`src/rtl/rv32i_imem_port_arbiter.sv`:
```
// Shares the single instruction-memory port between the fetch stage (reads) and the
// program loader (writes). Only one memory transaction is outstanding at a time.
module rv32i_imem_port_arbiter #(
   parameter int ADDR_W       = 32,
   parameter int DATA_W       = 32,
   parameter int STARVE_LIMIT = 4
) (
   input  logic              i_clk,
   input  logic              i_rst,
   input  logic              i_f_req,
   input  logic [ADDR_W-1:0] i_f_addr,
   input  logic              i_f_flush,
   output logic              o_f_gnt,
   output logic              o_f_rvalid,
   output logic [DATA_W-1:0] o_f_rdata,
   input  logic              i_l_req,
   input  logic [ADDR_W-1:0] i_l_addr,
   input  logic [DATA_W-1:0] i_l_wdata,
   output logic              o_l_gnt,
   output logic              o_l_done,
   output logic              o_mem_req,
   output logic              o_mem_we,
   output logic [ADDR_W-1:0] o_mem_addr,
   output logic [DATA_W-1:0] o_mem_wdata,
   input  logic              i_mem_ack,
   input  logic [DATA_W-1:0] i_mem_rdata
);

   typedef enum logic [1:0] {IDLE, BUSY_F, BUSY_L} state_e;

   localparam logic [3:0] LIMIT = 4'(STARVE_LIMIT);

   state_e            state_q, state_d;
   logic [3:0]        starve_cnt_q, starve_cnt_d;
   logic              drop_q, drop_d;
   logic              mem_req_q, mem_req_d;
   logic              mem_we_q, mem_we_d;
   logic [ADDR_W-1:0] mem_addr_q, mem_addr_d;
   logic [DATA_W-1:0] mem_wdata_q, mem_wdata_d;
   logic              f_rvalid_q, f_rvalid_d;
   logic [DATA_W-1:0] f_rdata_q, f_rdata_d;
   logic              l_done_q, l_done_d;

   logic fetchCand;
   logic forceFetch;
   logic fGnt;
   logic lGnt;

   always_ff @(posedge i_clk) begin
      if (i_rst) begin
         state_q      <= IDLE;
         starve_cnt_q <= '0;
         drop_q       <= 1'b0;
         mem_req_q    <= 1'b0;
         mem_we_q     <= 1'b0;
         mem_addr_q   <= '0;
         mem_wdata_q  <= '0;
         f_rvalid_q   <= 1'b0;
         f_rdata_q    <= '0;
         l_done_q     <= 1'b0;
      end else begin
         state_q      <= state_d;
         starve_cnt_q <= starve_cnt_d;
         drop_q       <= drop_d;
         mem_req_q    <= mem_req_d;
         mem_we_q     <= mem_we_d;
         mem_addr_q   <= mem_addr_d;
         mem_wdata_q  <= mem_wdata_d;
         f_rvalid_q   <= f_rvalid_d;
         f_rdata_q    <= f_rdata_d;
         l_done_q     <= l_done_d;
      end
   end

   // A flushed fetch is not a candidate; fetch overrides the loader only once starved.
   always_comb begin
      fetchCand    = i_f_req && !i_f_flush;
      forceFetch   = fetchCand && (starve_cnt_q == LIMIT);
      state_d      = state_q;
      starve_cnt_d = starve_cnt_q;
      drop_d       = drop_q;
      mem_req_d    = mem_req_q;
      mem_we_d     = mem_we_q;
      mem_addr_d   = mem_addr_q;
      mem_wdata_d  = mem_wdata_q;
      f_rvalid_d   = 1'b0;
      f_rdata_d    = f_rdata_q;
      l_done_d     = 1'b0;
      fGnt         = 1'b0;
      lGnt         = 1'b0;

      case (state_q)
         IDLE: begin
            drop_d = 1'b0;
            if (i_l_req && !forceFetch) begin
               lGnt        = 1'b1;
               state_d     = BUSY_L;
               mem_req_d   = 1'b1;
               mem_we_d    = 1'b1;
               mem_addr_d  = i_l_addr;
               mem_wdata_d = i_l_wdata;
               if (!i_f_req) begin
                  starve_cnt_d = '0;
               end else if (starve_cnt_q < LIMIT) begin
                  starve_cnt_d = starve_cnt_q + 4'd1;
               end
            end else if (fetchCand) begin
               fGnt         = 1'b1;
               state_d      = BUSY_F;
               mem_req_d    = 1'b1;
               mem_we_d     = 1'b0;
               mem_addr_d   = i_f_addr;
               starve_cnt_d = '0;
            end
         end
         BUSY_F: begin
            if (i_f_flush) begin
               drop_d = 1'b1;
            end
            if (i_mem_ack) begin
               state_d   = IDLE;
               mem_req_d = 1'b0;
               drop_d    = 1'b0;
               // A flush arriving on the ack cycle itself still kills the response.
               if (!(drop_q || i_f_flush)) begin
                  f_rvalid_d = 1'b1;
                  f_rdata_d  = i_mem_rdata;
               end
            end
         end
         BUSY_L: begin
            if (i_mem_ack) begin
               state_d   = IDLE;
               mem_req_d = 1'b0;
               l_done_d  = 1'b1;
            end
         end
         default: begin
            state_d = IDLE;
         end
      endcase
   end

   assign o_f_gnt     = fGnt && !i_rst;
   assign o_l_gnt     = lGnt && !i_rst;
   assign o_f_rvalid  = f_rvalid_q;
   assign o_f_rdata   = f_rdata_q;
   assign o_l_done    = l_done_q;
   assign o_mem_req   = mem_req_q;
   assign o_mem_we    = mem_we_q;
   assign o_mem_addr  = mem_addr_q;
   assign o_mem_wdata = mem_wdata_q;

endmodule

```
`config.mk`:
```
export PLATFORM = sky130hd
export DESIGN_NAME = rv32i_imem_port_arbiter
export DESIGN_NICKNAME = d
export VERILOG_FILES = /design/src/rtl/rv32i_imem_port_arbiter.sv
export SDC_FILE = /design/constraint.sdc
export NUM_CORES = 1
export LEC_CHECK = 0
export ABC_AREA = 1
export BUFFER_PORTS_ARGS = -buffer_cell sky130_fd_sc_hd__buf_2
export CAP_MARGIN = 5
export CORE_UTILIZATION = 48
export CTS_CLUSTER_SIZE = 14
export DETAILED_ROUTE_END_ITERATION = 10
export PLACE_DENSITY = 0.87
export SYNTH_ARGS = -nofsm -noshare
export SYNTH_HDL_FRONTEND = slang
export SYNTH_SLANG_ARGS = --single-unit
```
`constraint.sdc`:
```
create_clock -name i_clk -period 2.7 [get_ports i_clk]
set_clock_uncertainty 0.1 [all_clocks]
set_input_delay 0 -clock i_clk [delete_from_list [all_inputs] [get_ports i_clk]]
set_output_delay 0 -clock i_clk [all_outputs]
set_load 0.01 [all_outputs]
```
==> results.json <==
{
  "ios": 236,
  "gp_congestion": 0.815,
  "yosysTopAreaCell": "dfxtp_1",
  "clock_sinks": 107,
  "root_buffer": "clkbuf_8",
  "synth_nets": 782,
  "p_switching_mw": 1.43,
  "cts_setup_buffers": 0,
  "post_synth_num_cell_types": 25,
  "vias_per_cell": 5.01,
  "wl_per_cell_um": 14.4,
  "dpl_cell_area_sq_mm": 0.00563,
  "path_clk_slew_ps": 110,
  "cts.path.max_buffers": 2,
  "sequentialPowerShare_pct": 44.9,
  "grt_pass1_wl_um": 25400,
  "hold_buffers": 132,
  "multiInputGateArea_sq_mm": 0.00190,
  "p_leak_nw": 3.74,
  "syn-cell-area_sq_mm": 0.00443,
  "synth_cells": 643,
  "yosysSeqAreaShare_pct": 48.4,
  "syn_to_final_growth_pct": 61.5,
  "remaining_drc_errors": 12,
  "first_pass_iters": 8,
  "fin_tns_setup_ps": 0,
  "yosysTopAreaCellShare_pct": 48.4,
  "layoutNonFillerInstCount": 1107,
  "initial_utilization_pct": 50.3,
  "final.period_utilization_pct": 94.7,
  "grt_pass1_vias": 5432,
  "cts_buffers": 9,
  "detail-route-antenna-nets": 0,
  "worstPathArrival_ps": 2730,
  "period_minus_slack_ps": 2560,
  "avgSynthCellArea_sq_um": 6.88,
  "pwr_density_cell_mw_per_mm2": 595,
  "hold_slack_ps": 90.4,
  "end_kind": "register",
  "seq_area_sq_mm": 0.00214,
  "dpl.cell_count": 957,
  "cp-start-kind": "register",
  "synth_warnings": 0,
  "slew_violations": 0,
  "drive_above_1_share_pct": 26.8,
  "combinationalPowerShare_pct": 32.8,
  "num_rows": 34,
  "cp.required_ps": 2870,
  "grt_max_degree": 71,
  "max_freq_mhz": 391,
  "ys_ff_latch": 107,
  "violations": "DRC",
  "die_h_um": 98.0,
  "status": "complete, but fails checks",
  "crit_type": "register to register",
  "finish.utilization_pct": 81.2,
  "max-slew-margin-rel_pct": 61.0,
  "switching_share_pct": 33.6,
  "antenna_found_initial": 2,
  "grt_usage_pct": 33.1,
  "cp_max_fo": 54,
  "hold_path_class": "input pin to register",
  "die_w_um": 98.0,
  "p_int_mw": 2.82,
  "wirelength_um": 16000,
  "drv_cap": 0,
  "hpwl_um": 8070,
  "cts_tree": "done",
  "setup_viol": 0,
  "coreArea_sq_mm": 0.00881,
  "clkPwrFrac_pct": 22.3,
  "first_iter_violations": 243,
  "worst_pin_slew_ps": 584,
  "die-area_sq_mm": 0.00961,
  "final_cell_area_sq_mm": 0.00715,
  "ir_drop_mv": 0.427,
  "hold_viol": 0,
  "h-tree-depth": 3,
  "vias": 5543,
  "fin_nets": 1131,
  "portBuffers": 235,
  "rsz0062_at_grt": "false",
  "yosys-top-cells-area": "dfxtp_1 (48%), nor2_1 (17%), nand2_1 (9.6%), o21ai_0 (7.3%), inv_1 (4.4%)",
  "grt-ovfl-total": 0,
  "clock_latency_ps": 350,
  "post_cts_resized": 0,
  "num-fill-cells": 532
}
## critical path: stages, from the launching register on
cell and delay (ps):
dfxtp_1 340, inv_1 80, ha_1 190, inv_1 130
a21oi_4 440, buf_12 300, nand3_1 140, dlygate4sd3_1 610
nand2_1 80, inv_1 40
## cells in the final DEF (no fill, tap or decap), drive strengths merged
master / n
diode: 2
or2: 1
clkbuf: 11
nor4: 1
a21oi: 6
dlygate4sd3: 132
ha: 5
nand3: 39
nor3: 2
o21ai: 67
inv: 56
nor2: 206
dfxtp: 107
buf: 243
nand2: 114
o22ai: 1
nand4: 3
clkinvlp: 2
clkinv: 1
## Yosys cell counts
library cell / instances
o21ai_0: 65
o21ai_1: 2
buf_2: 12
buf_4: 1
or2_2: 1
a21oi_4: 1
nand3_2: 1
nand2_2: 1
nor3_1: 2
inv_1: 52
ha_1: 5
nor2_4: 1
nand4_1: 3
nand3_1: 38
nor2_2: 1
nand2_1: 113
o22ai_1: 1
dfxtp_1: 107
clkbuf_2: 1
nor4_1: 1
a21oi_1: 5
clkbuf_1: 20
buf_6: 3
nor2_1: 204
inv_2: 2
## stage by stage
step | setup slack (ps) | power (mW)
finish | 144 | 4.25
global route | 27.0 | 4.49
CTS | 237 | 4.18
detailed placement | 766 | 3.02
global placement | 806 | 3.00
floorplan | 1120 | 2.62
## path summary, 6_finish.rpt
| kind | startpoint | endpoint | slack [ps] | cells after the start |
|---|---|---|---|---|
| setup / recovery | state_q[0] | o_mem_addr[28] | 140 | 9 |
| hold / removal | i_rst | o_f_rvalid | 90 | 3 |
| setup reg to reg | state_q[0] | o_mem_addr[28] | 140 | 9 |
| hold reg to reg | o_mem_req | o_mem_req | 360 | 2 |
## area by class of cell
type	count	share of cell area, %
diodes	2	0.0700
clock buffers	11	2.12
clock inverters	5	0.612
inverters	54	2.83
multi-input cells	445	26.6
flip-flops and latches	107	30.0
well taps	108	1.89
repair buffers	375	35.9
## layer usage
layer / share of wire (%) / track usage, % / vias to the layer above
li1: - / - / 2677
met1: 36 / 34.5 / 2463
met2: 50 / 58.5 / 310
met3: 7.9 / 9.31 / 93
met4: 6.5 / 21.1 / 0
met5: 0 / 0 / -
## registers in the layout, indices dropped and copies added, names as in the netlist, 2 cells and up
signal / flops
o_mem_wdata: 32
o_mem_addr: 32
state_q: 2
starve_cnt_q: 4
o_f_rdata: 32
## logic make-up after synthesis
logic type / share of synthesized area, %
fa+ha+maj: 1.41
buf+inv: 8.68
flops: 48.4
compound gates: 8.65
simple gates: 32.9
## power groups by stage
stage	logic, mW	registers (mW)	clock network (mW)
2_1_floorplan	0.590	2.03	0
3_3_place_gp	1.08	1.93	0
3_5_place_dp	1.09	1.93	0
4_1_cts	1.32	1.90	0.963
5_1_grt	1.53	1.93	1.04
6_report	1.40	1.91	0.949
(Power assumes the default switching activity.)
